File: src/rtl/async_fifo.sv
// async_fifo: single-clock FIFO with registered read data, registered
// full/empty flags and overflow/underflow reporting.
// Optional build macro ASYNC_FIFO_STICKY_ERR_EN: when defined, the
// overflow/underflow flags latch on the first error until reset; otherwise
// they pulse for one cycle per rejected request.
module async_fifo #(
  parameter int DATA_WIDTH = 16,
  parameter int FIFO_DEPTH = 32,
  parameter int ADDR_SIZE  = 6
) (
  input  logic                  clk,
  input  logic                  reset_n,
  input  logic                  write_enable,
  input  logic                  read_enable,
  input  logic [DATA_WIDTH-1:0] data_in,
  output logic [DATA_WIDTH-1:0] data_out,
  output logic                  fifo_full,
  output logic                  fifo_empty,
  output logic                  data_valid,
  output logic                  fifo_overflow,
  output logic                  fifo_underflow
);

  // Index width into storage; the pointer carries one extra wrap bit.
  localparam int IDX_W = ADDR_SIZE - 1;

  logic [ADDR_SIZE-1:0]  wr_ptr;
  logic [ADDR_SIZE-1:0]  rd_ptr;
  logic [ADDR_SIZE-1:0]  wr_ptr_nxt;
  logic [ADDR_SIZE-1:0]  rd_ptr_nxt;
  logic                  wr_acc;
  logic                  rd_acc;
  logic                  wr_rej;
  logic                  rd_rej;
  logic                  empty_nxt;
  logic                  full_nxt;
  logic [DATA_WIDTH-1:0] mem [FIFO_DEPTH];

  // Accept/reject decisions use the registered flags; next pointers and flags follow from them.
  always_comb begin
    wr_acc     = write_enable & ~fifo_full;
    rd_acc     = read_enable & ~fifo_empty;
    wr_rej     = write_enable & fifo_full;
    rd_rej     = read_enable & fifo_empty;
    wr_ptr_nxt = wr_ptr + {{IDX_W{1'b0}}, wr_acc};
    rd_ptr_nxt = rd_ptr + {{IDX_W{1'b0}}, rd_acc};
    empty_nxt  = (wr_ptr_nxt == rd_ptr_nxt);
    full_nxt   = (wr_ptr_nxt[ADDR_SIZE-1] != rd_ptr_nxt[ADDR_SIZE-1]) &&
                 (wr_ptr_nxt[IDX_W-1:0] == rd_ptr_nxt[IDX_W-1:0]);
  end

  // Pointers, status flags and error flags; all cleared by reset.
  always_ff @(posedge clk or negedge reset_n) begin
    if (!reset_n) begin
      wr_ptr         <= '0;
      rd_ptr         <= '0;
      fifo_empty     <= 1'b1;
      fifo_full      <= 1'b0;
      data_valid     <= 1'b0;
      fifo_overflow  <= 1'b0;
      fifo_underflow <= 1'b0;
    end else begin
      wr_ptr     <= wr_ptr_nxt;
      rd_ptr     <= rd_ptr_nxt;
      fifo_empty <= empty_nxt;
      fifo_full  <= full_nxt;
      data_valid <= rd_acc;
`ifdef ASYNC_FIFO_STICKY_ERR_EN
      fifo_overflow  <= fifo_overflow | wr_rej;
      fifo_underflow <= fifo_underflow | rd_rej;
`else
      fifo_overflow  <= wr_rej;
      fifo_underflow <= rd_rej;
`endif
    end
  end

  // Read data register: loads only on an accepted read, otherwise holds.
  always_ff @(posedge clk or negedge reset_n) begin
    if (!reset_n) begin
      data_out <= '0;
    end else if (rd_acc) begin
      data_out <= mem[rd_ptr[IDX_W-1:0]];
    end
  end

  // Storage array is not reset; stale contents are unreachable once pointers clear.
  always_ff @(posedge clk) begin
    if (wr_acc) begin
      mem[wr_ptr[IDX_W-1:0]] <= data_in;
    end
  end

endmodule

File: config.mk
export PLATFORM = sky130hd
export DESIGN_NAME = async_fifo
export DESIGN_NICKNAME = d
export VERILOG_FILES = /design/src/rtl/async_fifo.sv
export SDC_FILE = /design/constraint.sdc
export NUM_CORES = 1
export LEC_CHECK = 0
export BUFFER_PORTS_ARGS = -buffer_cell sky130_fd_sc_hd__buf_2
export CAP_MARGIN = 20
export CELL_PAD_IN_SITES_DETAIL_PLACEMENT = 2
export CELL_PAD_IN_SITES_GLOBAL_PLACEMENT = 2
export CORE_ASPECT_RATIO = 2
export CORE_UTILIZATION = 52
export DETAILED_ROUTE_END_ITERATION = 6
export PLACE_DENSITY_LB_ADDON = 0.1
export SYNTH_ARGS = -nofsm -noshare
export SYNTH_HDL_FRONTEND = slang
export SYNTH_SLANG_ARGS = --single-unit
File: constraint.sdc
create_clock -name clk -period 6.3 [get_ports clk]
set_input_delay 0.315 -clock clk [delete_from_list [all_inputs] [get_ports clk]]
set_output_delay 0.315 -clock clk [all_outputs]
set_load 0.01 [all_outputs]
Word-level counts from Yosys, hierarchy flattened
Memory sizes are Yosys's and may differ from the RTL's. A register that Yosys moved wholly into a read port is not among the register bits.
Cells that the tools add are included.
Widths: inputs -> output; s select.
{"block": "word_totals", "ramBits": 512, "reg_bits": 17, "wordCells": 23, "memories": 1}
{"block": "op_classes", "muxes": 2, "add_sub_neg": 2, "eq_ne": 3, "n_bitwise": 6, "reduce_logical": 2}
{"memory": "mem", "depth": 32, "word_bits": 16, "read_ports": 1, "rd_clocked_by_memory_dff": 1, "write_ports": 1, "line": "37", "rtl": "logic [DATA_WIDTH-1:0] mem [FIFO_DEPTH];"}
{"op": "$add 6x1->6", "n": 2}
{"op": "$eq 6x6->1", "n": 1}
{"op": "$eq 5x5->1", "n": 1}
{"op": "$and 1x1->1", "n": 4}
{"op": "$mux 1", "n": 2}
{"op": "$not 1->1", "n": 2}
{"op": "$logic_and 1x1->1", "n": 1}
{"op": "$logic_not 1->1", "n": 1}
{"op": "$ne 1x1->1", "n": 1}

Logic depth before layout (Yosys ltp)
{"block": "logic_depth", "ltp_word": 5, "depth_mapped": 10}

Worst setup path before layout
No wires, ideal clock.
{"block": "synth_timing", "path_kind": "reg2reg", "start": "reg fifo_empty", "end": "reg fifo_full", "path_buffers": 2, "slack_ns": 3.767, "path_stages_with_launch": 11, "period_less_slack_ns": 2.533, "required_ns": 6.227, "arrival_time_ns": 2.460, "path_cell_list": "dfstp_2 nand2b_1 clkbuf_1 clkbuf_1 inv_1 ha_1 xor2_1 xnor2_1 o21ai_0 or4b_1 nor2b_1"}
{"block": "synth_via", "elab_chain_cells": 5, "elab_cells_between_ends": 6, "cone_classes": "1 x add/sub; 2 x eq/ne; 2 x bitwise; 1 x reduce/logical"}
{"element": "start, declared", "line": "18", "rtl": "output logic fifo_empty,"}
{"element": "start signal, assigned", "line": "65", "rtl": "fifo_empty <= empty_nxt;"}
{"element": "$not 1->1", "line": "42", "rtl": "rd_acc = read_enable & ~fifo_empty;"}
{"element": "$and 1x1->1", "line": "42"}
{"element": "net rd_acc", "line": "32", "rtl": "logic rd_acc;"}
{"element": "$add 6x1->6", "line": "46", "rtl": "rd_ptr_nxt = rd_ptr + {{IDX_W{1'b0}}, rd_acc};"}
{"element": "net rd_ptr_nxt[1]", "line": "30", "rtl": "logic [ADDR_SIZE-1:0] rd_ptr_nxt;"}
{"element": "$eq 5x5->1", "line": "49", "rtl": "(wr_ptr_nxt[IDX_W-1:0] == rd_ptr_nxt[IDX_W-1:0]);"}
{"element": "$logic_and 1x1->1", "line": "48", "rtl": "full_nxt = (wr_ptr_nxt[ADDR_SIZE-1] != rd_ptr_nxt[ADDR_SIZE-1]) &&"}
{"element": "net full_nxt", "line": "36", "rtl": "logic full_nxt;"}
{"element": "end signal, assigned", "line": "66", "rtl": "fifo_full <= full_nxt;"}
{"element": "end, declared", "line": "17", "rtl": "output logic fifo_full,"}
The timed path passes the listed nets, and every way through them passes these cells.

==> summary by stage <==
Synth
The number of distinct library cells after synthesis is 36. The most instantiated flip-flop cell in the synthesis netlist is sky130_fd_sc_hd__edfxtp_1. The mapped netlist covers 21600 um2. The share of async-settable or async-resettable flops after synthesis is 6.06%. The part of the Yosys area used for sequential elements is 75.0%. The number of enable flip-flop cells after synthesis is 512. In the synthesized netlist, the number of instances is 1175. The synthesized netlist net count is 1199. Dividing the synthesized area by the synthesized cell count gives 18.4 um2. The register bit count reported by yosys is 545. During synthesis, Yosys emitted a total of 0 warnings.

GRT
The first global-routing pass estimated 94300 um of wire. The number of global-route vias before repair is 12611. The total congestion overflow is 0. The pin count of the biggest net entering global routing is 88. For this run, the total global-route usage over all layers was measured as 31.8%. The number of antenna violations at the first check in global routing was 0.

Route
Before antenna repair, the detailed router went through 5 iterations. The DRC violation total after the first TritonRoute iteration is 866. Summed over all layers, the routed wires come to 65900 um. The count of nets left with antenna violations after detail routing is 0. For this run, design rule violations remaining after detail routing come to 0. The routed layout has 11619 vias. The routed wire length per instance is 36.5 um. Dividing the detail-routed via count by the number of cells gives 6.44.

Layout
With fillers left out, the area of the finished cells amounts to 24000 um2. The post-route non-filler standard cell count is 1803. The sequential cell area is 16200 um2. The utilization of the core after routing is 58.6%. The fraction of final layout cells with drive strength greater than 1 is 16.8%. The most common cell after layout, fill and taps aside is sky130_fd_sc_hd__edfxtp_1. The area used by multi-input combinational logic is 4930 um2.

The layout has 3431 filler cells. The area growth from synthesis to layout is 11.3%. The top cell types in the final layout, fill and taps aside, are 512 x sky130_fd_sc_hd__edfxtp_1, 256 x sky130_fd_sc_hd__mux2i_1, 64 x sky130_fd_sc_hd__a22oi_1. The final net count is 1255.

STA
The setup TNS after final layout is 0 ns. The worst slack on hold paths is 0.340 ns. The clock period could shrink to 3.33 ns. Measured against its own limit, the worst slew margin works out to 25.4%. The number of pins exceeding their max-slew limit in the final report is 0.

Of the available clock period, the critical path in the final layout requires 52.8%. The actual transition at the worst max-transition pin is 1.12 ns. Setup violations remaining at the end of the flow were counted as 0. Setup repair after global routing left no endpoint under its margin.

The setup skew after layout is 0.0302 ns. For this run, the top clock speed supported by timing is 300 MHz. The number of failing hold endpoints at the final stage was 0.

Clocking
TritonCTS built the clock tree. The number of buffers inserted during clock tree synthesis is 46. The H-tree level count is 2.

The total of cells resized after clock tree synthesis is 0. The clock drives 545 sinks. The latest clock arrival within the worst-skew pair is 0.58 ns. The clock transition at the register clock pins on the worst setup and hold paths after CTS is 0.08 ns. In this run the deepest clock path goes through 3 buffers.

The tree is rooted in a sky130_fd_sc_hd__clkbuf_16.

Placement
The count of buffers added on input and output ports is 40. Counting tap cells, the placed design contains a total of 1712 instances. In this run the cell area measured after placement is 22500 um2. The weighted congestion at the end of routability-driven global placement is 0.781. The wire-length estimate of the detail-placed layout is 39400 um.

Flow run
The max capacitance violation total is 0.

Critical path
STA puts the critical path data arrival time at 3.80 ns. The maximum fanout encountered on the critical timing path is 87. STA puts the critical path data required time at 6.77 ns. The endpoint type of the worst setup path is a register.

STA classifies the critical path startpoint as a register. The critical path class is reg2reg.

Die
From bottom edge to top edge, the die measures 290 um. The number of top-level pins is 41. From left edge to right edge, the die measures 146 um. The region available for standard cell placement spans 41000 um2.

The area of the die is 42400 um2. The initial standard-cell utilization of the core is 52.7%. The floorplan row count is 105.

Outcome
The run finished with clean final reports.

Power and ir drop
The worst ir drop on vdd is 0.463 mV. The leakage power figure is 0.00842 uW. The power density normalized to cell area is 462 nW/um2.

Hold path
The class of the worst hold path is in2reg.
kinds of logic after synthesis:
family	after synthesis	share of synthesized area [%]
AND/OR/NAND/NOR	84	1.84
buffers and inverters	78	2.46
flip-flops	545	75.0
XOR/XNOR	14	0.568
adder cells (fa/ha/maj)	4	0.232
AO/OA/AOI/OAI	194	8.00
multiplexers	256	11.9
report_power, final:
part	internal, uW	switching (uW)
Sequential	4290	331
Clock	1580	1320
Combinational	1270	2300
Total	7140	3950
layout make-up:
cell class,instances,share of cell area (%)
Sequential cell,545,67.4
Multi-Input combinational cell,552,20.5
Clock buffer,72,5.71
Timing Repair Buffer,82,3.00
Tap cell,535,2.79
Clock inverter,12,0.463
Inverter,4,0.0625
Antenna cell,1,0.0104
Yosys cell counts, drive strengths merged (3+ instances only):
cell type	count	area, um2
a21oi	33	165
a221oi	32	437
a22o	32	280
a22oi	64	480
and2	3	18.8
buf	61	463
clkbuf	13	52.6
dfrtp	32	801
edfxtp	512	15400
ha	4	50.1
inv	4	15.0
mux2i	256	2560
nand2	20	75.1
nand2b	3	18.8
nand3	5	25.0
nand3b	5	37.5
nor2	37	141
nor2b	4	25.0
o22ai	16	100
o41ai	16	260
or3b	3	26.3
xnor2	7	61.3
xor2	7	61.3
critical path, cell delays in order (launching register included):
cell	delay, ns
sky130_fd_sc_hd__dfrtp_4	1.01
sky130_fd_sc_hd__buf_12	0.55
sky130_fd_sc_hd__mux2i_1	0.21
sky130_fd_sc_hd__a22o_1	0.28
sky130_fd_sc_hd__a221oi_2	0.53
sky130_fd_sc_hd__o22ai_1	0.25
sky130_fd_sc_hd__o41ai_2	0.36
worst paths after layout:
kind | endpoint | start | slack (ns) | cells past startpoint
max | data_out[1]$_DFFE_PN0N_ | rd_ptr[0]$_DFF_PN0_ | 2.97 | 6
min in group asynchronous | data_out[12]$_DFFE_PN0N_ | reset_n | 0.45 | 2
min | mem[20][6]$_DFFE_PP_ | data_in[6] | 0.34 | 1
max in group asynchronous | rd_ptr[0]$_DFF_PN0_ | reset_n | 4.99 | 2
min reg2reg | data_out[3]$_DFFE_PN0N_ | data_out[3]$_DFFE_PN0N_ | 0.52 | 2
max reg2reg | data_out[1]$_DFFE_PN0N_ | rd_ptr[0]$_DFF_PN0_ | 2.97 | 6
routing by layer:
| metal | GRT usage [%] | vias up | routed length [um] | part of all wire (%) |
|---|---|---|---|---|
| met3 | 3.56 | 117 | 2720 | 4.1 |
| li1 | - | 4822 | - | - |
| met5 | 0 | - | 0 | 0 |
| met1 | 38.1 | 6285 | 24500 | 37 |
| met4 | 14.4 | 0 | 3220 | 4.9 |
| met2 | 57.2 | 395 | 35400 | 54 |
stage by stage:
step	worst slack, ns	power (uW)
2_1_floorplan	3.77	6920
3_3_place_gp	3.15	8000
3_5_place_dp	2.96	8200
4_1_cts	2.94	11100
5_1_grt	2.87	11400
6_report	2.97	11100
sequential cells by signal, summed over array words and instances (netlist names):
register and flops:
mem 512, data_out 16, rd_ptr 6, wr_ptr 6, data_valid 1, fifo_empty 1
fifo_full 1, fifo_overflow 1, fifo_underflow 1
repair_timing:
action	4_1_cts	5_1_grt
endpoints found under the setup margin	0	0
buffers inserted	0	0
hold endpoints to repair	17	0
hold buffers	3	0
Note: power is estimated with default switching activity, not from simulation.
